**src/rtl/led_prog_loader_if.sv**
```systemverilog
// Byte-stream / program-memory bus for the LED CPU program loader.
// Carries the incoming valid/ready byte stream and the word write port that
// fills the CPU program memory.
//   in_valid  : byte available on in_data          (source -> loader)
//   in_data   : stream byte                        (source -> loader)
//   in_ready  : loader accepts byte this cycle     (loader -> source)
//   mem_we    : program memory write strobe        (loader -> memory)
//   mem_addr  : program memory word address        (loader -> memory)
//   mem_wdata : program memory word, big-endian    (loader -> memory)
// Modports: master = byte source / memory side, slave = loader.
interface led_prog_loader_if #(
  parameter int unsigned ADDR_W     = 8,
  parameter int unsigned WORD_BYTES = 2
);
  localparam int unsigned DATA_W = 8 * WORD_BYTES;

  logic              in_valid;
  logic [7:0]        in_data;
  logic              in_ready;
  logic              mem_we;
  logic [ADDR_W-1:0] mem_addr;
  logic [DATA_W-1:0] mem_wdata;

  modport master (
    output in_valid, in_data,
    input  in_ready, mem_we, mem_addr, mem_wdata
  );

  modport slave (
    input  in_valid, in_data,
    output in_ready, mem_we, mem_addr, mem_wdata
  );
endinterface

```
**src/rtl/led_prog_loader.sv**
```systemverilog
// led_prog_loader: program loader for the LED CPU.
// Receives a framed instruction image over a valid/ready byte stream and writes
// it word-by-word into the CPU program memory, holding the CPU in reset until a
// complete, valid image has been committed.
// Frame: 0xA5 (SOF), LEN (word count N), N*WORD_BYTES data bytes, [CSUM].
// Ports:
//   clk      : system clock, rising edge
//   rst      : asynchronous, active-low reset
//   bus      : led_prog_loader_if.slave (byte stream in, memory write port out)
//   cpu_hold : 1 = keep CPU in reset
//   busy     : frame in progress
//   done     : image committed (sticky until next SOF)
//   err      : frame rejected (sticky until next SOF)
// Configuration macro: LOADER_CHECKSUM_EN -- when defined a trailing CSUM byte
// is required; LEN + data + CSUM must sum to 0x00 mod 256.
module led_prog_loader #(
  parameter int unsigned ADDR_W     = 8,
  parameter int unsigned WORD_BYTES = 2
) (
  input  logic                clk,
  input  logic                rst,
  led_prog_loader_if.slave    bus,
  output logic                cpu_hold,
  output logic                busy,
  output logic                done,
  output logic                err
);
  localparam int unsigned DATA_W  = 8 * WORD_BYTES;
  localparam int unsigned CNT_W   = ADDR_W + 1;
  localparam int unsigned BC_W    = (WORD_BYTES > 1) ? $clog2(WORD_BYTES) : 1;
  localparam int unsigned CAP     = (ADDR_W >= 8) ? 255 : (1 << ADDR_W);
  localparam logic [8:0]  MAX_LEN = 9'(CAP);
  localparam logic [7:0]  SOF     = 8'hA5;

  typedef enum logic [2:0] {IDLE, LEN, DATA, CSUM, DONE, ERR} state_t;

  state_t            state, stateNext;
  logic              readyQ;
  logic [7:0]        lenQ;
  logic [CNT_W-1:0]  wordCnt;
  logic [BC_W-1:0]   byteCnt;
  logic [DATA_W-1:0] asmQ;
  logic [DATA_W-1:0] asmNext;
  logic [DATA_W+7:0] shiftCat;
  logic              memWe;
  logic [ADDR_W-1:0] memAddr;
  logic [DATA_W-1:0] memWdata;

  logic              xfer;
  logic              isSof;
  logic              lenBad;
  logic [8:0]        lenExt;
  logic              lastByte;
  logic              lastWord;

  assign xfer     = bus.in_valid & readyQ;
  assign isSof    = (bus.in_data == SOF);
  assign lenExt   = {1'b0, bus.in_data};
  assign lenBad   = (bus.in_data == 8'h00) || (lenExt > MAX_LEN);
  assign lastByte = (byteCnt == BC_W'(WORD_BYTES - 1));
  assign lastWord = (wordCnt == (CNT_W'(lenQ) - CNT_W'(1)));
  // Big-endian assembly: earlier bytes migrate toward the MSBs.
  assign shiftCat = {asmQ, bus.in_data};
  assign asmNext  = shiftCat[DATA_W-1:0];

  assign bus.in_ready  = readyQ;
  assign bus.mem_we    = memWe;
  assign bus.mem_addr  = memAddr;
  assign bus.mem_wdata = memWdata;

`ifdef LOADER_CHECKSUM_EN
  logic [7:0] sumQ;
  logic [7:0] sumNext;

  assign sumNext = sumQ + bus.in_data;

  always_ff @(posedge clk or negedge rst) begin
    if (!rst) begin
      sumQ <= '0;
    end else if (xfer) begin
      if (state == LEN) begin
        sumQ <= bus.in_data;
      end else if (state == DATA || state == CSUM) begin
        sumQ <= sumNext;
      end
    end
  end
`endif

  always_ff @(posedge clk or negedge rst) begin
    if (!rst) begin
      state <= IDLE;
    end else begin
      state <= stateNext;
    end
  end

  always_comb begin
    stateNext = state;
    cpu_hold  = (state != DONE);
    busy      = (state == LEN) || (state == DATA) || (state == CSUM);
    done      = (state == DONE);
    err       = (state == ERR);
    unique case (state)
      IDLE, DONE, ERR: begin
        if (xfer && isSof) stateNext = LEN;
      end
      LEN: begin
        if (xfer) stateNext = lenBad ? ERR : DATA;
      end
      DATA: begin
        if (xfer && lastByte && lastWord) begin
`ifdef LOADER_CHECKSUM_EN
          stateNext = CSUM;
`else
          stateNext = DONE;
`endif
        end
      end
`ifdef LOADER_CHECKSUM_EN
      CSUM: begin
        if (xfer) stateNext = (sumNext == 8'h00) ? DONE : ERR;
      end
`endif
      default: stateNext = IDLE;
    endcase
  end

  // Datapath: counters, word assembly and the registered memory write port.
  // The write strobe is issued from the register stage so the full word and
  // its address appear together the cycle after the completing byte.
  always_ff @(posedge clk or negedge rst) begin
    if (!rst) begin
      readyQ   <= 1'b0;
      lenQ     <= '0;
      wordCnt  <= '0;
      byteCnt  <= '0;
      asmQ     <= '0;
      memWe    <= 1'b0;
      memAddr  <= '0;
      memWdata <= '0;
    end else begin
      readyQ <= 1'b1;
      memWe  <= 1'b0;
      if (xfer) begin
        if (state == LEN) begin
          lenQ    <= bus.in_data;
          wordCnt <= '0;
          byteCnt <= '0;
          memAddr <= '0;
        end else if (state == DATA) begin
          asmQ <= asmNext;
          if (lastByte) begin
            byteCnt  <= '0;
            wordCnt  <= wordCnt + CNT_W'(1);
            memWe    <= 1'b1;
            memAddr  <= wordCnt[ADDR_W-1:0];
            memWdata <= asmNext;
          end else begin
            byteCnt <= byteCnt + BC_W'(1);
          end
        end
      end
    end
  end
endmodule

```
**src/flat_wrapper.sv**
```systemverilog
// flat-port wrapper written by rule: the top's interface ports become plain ports
module led_prog_loader_flat 
#(
  parameter int unsigned ADDR_W     = 8,
  parameter int unsigned WORD_BYTES = 2
)
  (clk, rst, cpu_hold, busy, done, err, bus_in_valid, bus_in_data, bus_in_ready, bus_mem_we, bus_mem_addr, bus_mem_wdata);
  led_prog_loader_if #(.ADDR_W(ADDR_W), .WORD_BYTES(WORD_BYTES)) bus_i ();
  input  logic clk;
  input  logic rst;
  output logic cpu_hold;
  output logic busy;
  output logic done;
  output logic err;
  input wire logic [$bits(bus_i.in_valid)-1:0] bus_in_valid;
  input wire logic [$bits(bus_i.in_data)-1:0] bus_in_data;
  output wire logic [$bits(bus_i.in_ready)-1:0] bus_in_ready;
  output wire logic [$bits(bus_i.mem_we)-1:0] bus_mem_we;
  output wire logic [$bits(bus_i.mem_addr)-1:0] bus_mem_addr;
  output wire logic [$bits(bus_i.mem_wdata)-1:0] bus_mem_wdata;
  assign bus_i.in_valid = bus_in_valid;
  assign bus_i.in_data = bus_in_data;
  assign bus_in_ready = bus_i.in_ready;
  assign bus_mem_we = bus_i.mem_we;
  assign bus_mem_addr = bus_i.mem_addr;
  assign bus_mem_wdata = bus_i.mem_wdata;
  led_prog_loader #(.ADDR_W(ADDR_W), .WORD_BYTES(WORD_BYTES)) u_core (.clk(clk), .rst(rst), .bus(bus_i), .cpu_hold(cpu_hold), .busy(busy), .done(done), .err(err));
endmodule
```
**config.mk**
```make
export PLATFORM = sky130hd
export DESIGN_NAME = led_prog_loader_flat
export DESIGN_NICKNAME = d
export VERILOG_FILES = /design/src/rtl/led_prog_loader_if.sv /design/src/rtl/led_prog_loader.sv /design/src/flat_wrapper.sv
export SDC_FILE = /design/constraint.sdc
export NUM_CORES = 1
export LEC_CHECK = 0
export ABC_AREA = 0
export BUFFER_PORTS_ARGS = -buffer_cell sky130_fd_sc_hd__buf_2
export CAP_MARGIN = 20
export CORE_MARGIN = 3
export CORE_UTILIZATION = 44
export DETAILED_ROUTE_END_ITERATION = 7
export GPL_TIMING_DRIVEN = 1
export PLACE_DENSITY_LB_ADDON = 0.3
export RECOVER_POWER = 50
export SYNTH_ARGS = -nofsm -noshare
export SYNTH_HDL_FRONTEND = slang
export SYNTH_SLANG_ARGS = --single-unit
```
**constraint.sdc**
```tcl
create_clock -name clk -period 4.31 [get_ports clk]
set_input_delay 0.431 -clock clk [delete_from_list [all_inputs] [get_ports clk]]
set_output_delay 0.431 -clock clk [all_outputs]
set_load 0.1 [all_outputs]
```
==> results.cfg <==
[timing]
timing.slew.headroom_pct = 21.9
final_worst_clock_skew_ns = 0.00937
final.period_utilization_pct = 50.5
max_freq_mhz = 460
totalNegativeSetupSlack_ns = 0
finalMaxSlewViolations = 0
rsz_0062_raised_after_global_routing = no
post-route-worst-setup-slack_ns = 2.13
period_needed_ns = 2.18
worst_slew_pin_slew_ns = 1.18
timing.final.hold_violations = 0
final-setup-viol-count = 0

[clock_network]
clock-sinks = 55
clock_tree_from_tritoncts = yes
worstSkewPairLatency_ns = 0.31
cts_post_setup_buffers_inserted = 0
cts.path.max_buffers = 2
clock_transition_at_the_register_clock_pins_on_the_worst_setup_and_hold_paths_after_cts_ns = 0.10
ctsRootBufferMaster = sky130_fd_sc_hd__clkbuf_8
cts_inserted_buffers = 5
cts_resized = 0
number_of_h_tree_levels = 2
post_cts_hold_fix_bufs = 0

[placed_design]
routability_congestion_estimate_from_global_placement = 0.824
io_buffers = 40
hpwlAfterDp_um = 3990
pre_cts_ws_ns = 2.14

[detailed_routing]
remaining_drc_errors = 0
avgViaCountPerCell = 5.16
drt-total-wl_um = 5580
drtPass1Iterations = 4
route.vias.total = 2007
detailedRoute.firstIterationViolations = 110
wl_per_cell_um = 14.4
ant_nets = 0

[die]
coreArea_um2 = 5640
std_cell_rows = 27
initial_core_util_pct = 46.7
die_height_um = 83.4
design.die.area_um2 = 6950
die_width_um = 83.4
number_of_top_level_pins = 41

[finish]
layout_commonest_cell = sky130_fd_sc_hd__nand2_1
num-fill-cells = 520
area_delta_synth_final_pct = 12.0
antenna_cells_inserted = 0
final_layout_size_suffix_gt1_share_pct = 16.7
layout_common_cells = sky130_fd_sc_hd__nand2_1, sky130_fd_sc_hd__dfrtp_1, sky130_fd_sc_hd__buf_2
finish.net_count = 329

[grt]
antenna_found_initial = 0
number_of_global_route_vias_before_repair = 2042
maximum_number_of_pins_on_one_net_before_global_route_repair = 56
grt_overflow = 0
grt.total_usage_pct = 17.1
global_route_wire_length_before_repair_um = 9790

[synthesis]
synth_warnings = 0
postSynthRegisterBits = 55
number_of_synthesized_flops_with_an_enable_pin = 0
syn_std_cell_area_um2 = 2640
synth-main-ff-cell = sky130_fd_sc_hd__dfrtp_1
postSynthNetCount = 293
synth_cell_types = 41
seq_area_frac_synth_pct = 52.2
syn_inst = 280
synthesis.area_per_instance_um2 = 9.41
asyncSetResetFlopFracSynth_pct = 100

[power]
total_leakage_power_uw = 0.00146
vdd_ir_max_mv = 0.579
pwr_density_cell_nw_per_um2 = 714

[critical_path]
path_max_fanout = 19
endpoint_kind = register
cp_startpoint_kind = register
critical_path_required_ns = 4.47
criticalPathCategory = register to register
cp.arrival_ns = 2.34

[run_status]
status = completed

[worst_hold_path]
min_delay_worst_type = input port to async pin

[flow_run]
max_cap_viol_count = 0
[Yosys cell counts (all sizes together), types with 2 or more instances]
cell | n | area (um^2)
mux2 | 9 | 101
nand4 | 3 | 18.8
dfrtp | 55 | 1380
nand2b | 2 | 12.5
o21ai | 6 | 30.0
nor4 | 4 | 31.3
buf | 6 | 41.3
o2111ai | 4 | 35.0
nor3 | 5 | 25.0
clkbuf | 9 | 33.8
a2111oi | 2 | 55.1
a31oi | 2 | 12.5
and3 | 2 | 12.5
or4 | 2 | 15.0
nand3 | 12 | 65.1
nor2 | 15 | 56.3
inv | 7 | 26.3
xor2 | 5 | 43.8
nor3b | 2 | 15.0
ha | 2 | 25.0
xnor2 | 13 | 114
nand2 | 93 | 349
a21oi | 3 | 15.0
a211oi | 4 | 30.0
[routing by layer]
layer	track usage [%]	share of wire [%]
met2	30.0	49
met4	4.31	1.1
met5	0	0
met1	21.9	45
met3	2.98	4.2
[path summary, 6_finish.rpt]
| kind | from | end | slack [ns] | cells after the start |
|---|---|---|---|---|
| max | u_core.state[1]$_DFFE_PN0P_ | u_core.wordCnt[7]$_DFFE_PN0P_ | 2.13 | 5 |
| min | rst | u_core.bus.mem_addr[4]$_DFFE_PN0P_ | 0.24 | 2 |
| max reg2reg | u_core.state[1]$_DFFE_PN0P_ | u_core.wordCnt[7]$_DFFE_PN0P_ | 2.13 | 5 |
| min reg2reg | u_core.asmQ[2]$_DFFE_PN0P_ | u_core.bus.mem_wdata[10]$_DFFE_PN0P_ | 0.48 | 2 |
| max in group asynchronous | rst | u_core.state[0]$_DFFE_PN0P_ | 3.61 | 2 |
| min in group clk | bus_in_data[1] | u_core.bus.mem_wdata[1]$_DFFE_PN0P_ | 0.37 | 3 |
[registers in the layout, indices dropped and copies added, names as in the netlist]
name and flops:
u_core.wordCnt 9, u_core.state 3, u_core.byteCnt 1, u_core.bus.mem_wdata 16, u_core.lenQ 8, u_core.bus.mem_we 1, u_core.bus.in_ready 1, u_core.asmQ 8
u_core.bus.mem_addr 8
[worst max-delay path, stage by stage (launching register included)]
cell,delay [ns]
sky130_fd_sc_hd__dfrtp_1,0.43
sky130_fd_sc_hd__nand2b_1,0.22
sky130_fd_sc_hd__or3_1,0.70
sky130_fd_sc_hd__a2111oi_4,0.47
sky130_fd_sc_hd__xnor2_1,0.15
sky130_fd_sc_hd__nor2_1,0.06
[power by group]
group / switching, uW / total (uW) / internal (uW)
clock network: 169 / 286 / 117
logic: 765 / 1010 / 244
registers: 139 / 810 / 671
[logic make-up (layout without fill, tap and decap cells)]
group	Yosys count	count (layout)	share of synthesized area, %
fa+ha+maj	2	2	0.950
other cells	1	1	0.142
flops	55	55	52.2
buf+inv	22	59	3.85
compound gates	26	26	8.21
simple gates	146	146	24.4
mux	10	10	4.23
xor+xnor	18	18	5.98
[stage by stage]
step | power, uW | hold WS, ns | util (%) | instance area [um^2] | cells
after floorplan | 1650 | 0.135 | - | 2640 | 280
after global placement | 1820 | 0.453 | 51.1 | 2890 | 381
final | 2110 | 0.236 | 52.3 | 2950 | 389
after detailed placement | 1840 | 0.457 | 51.1 | 2890 | 381
after global routing | 2230 | 0.298 | 52.3 | 2950 | 389
after CTS | 2130 | 0.276 | 52.7 | 2970 | 389
[layout make-up]
type / count / area (um^2) / area share [%]
clock inverters: 2 / 16.3 / 0.551
well taps: 72 / 90.1 / 3.05
inverters: 7 / 26.3 / 0.891
flip-flops and latches: 55 / 1380 / 46.6
clock buffers: 6 / 72.6 / 2.46
repair buffers: 44 / 211 / 7.17
multi-input cells: 203 / 1160 / 39.2
(Power assumes the default switching activity.)
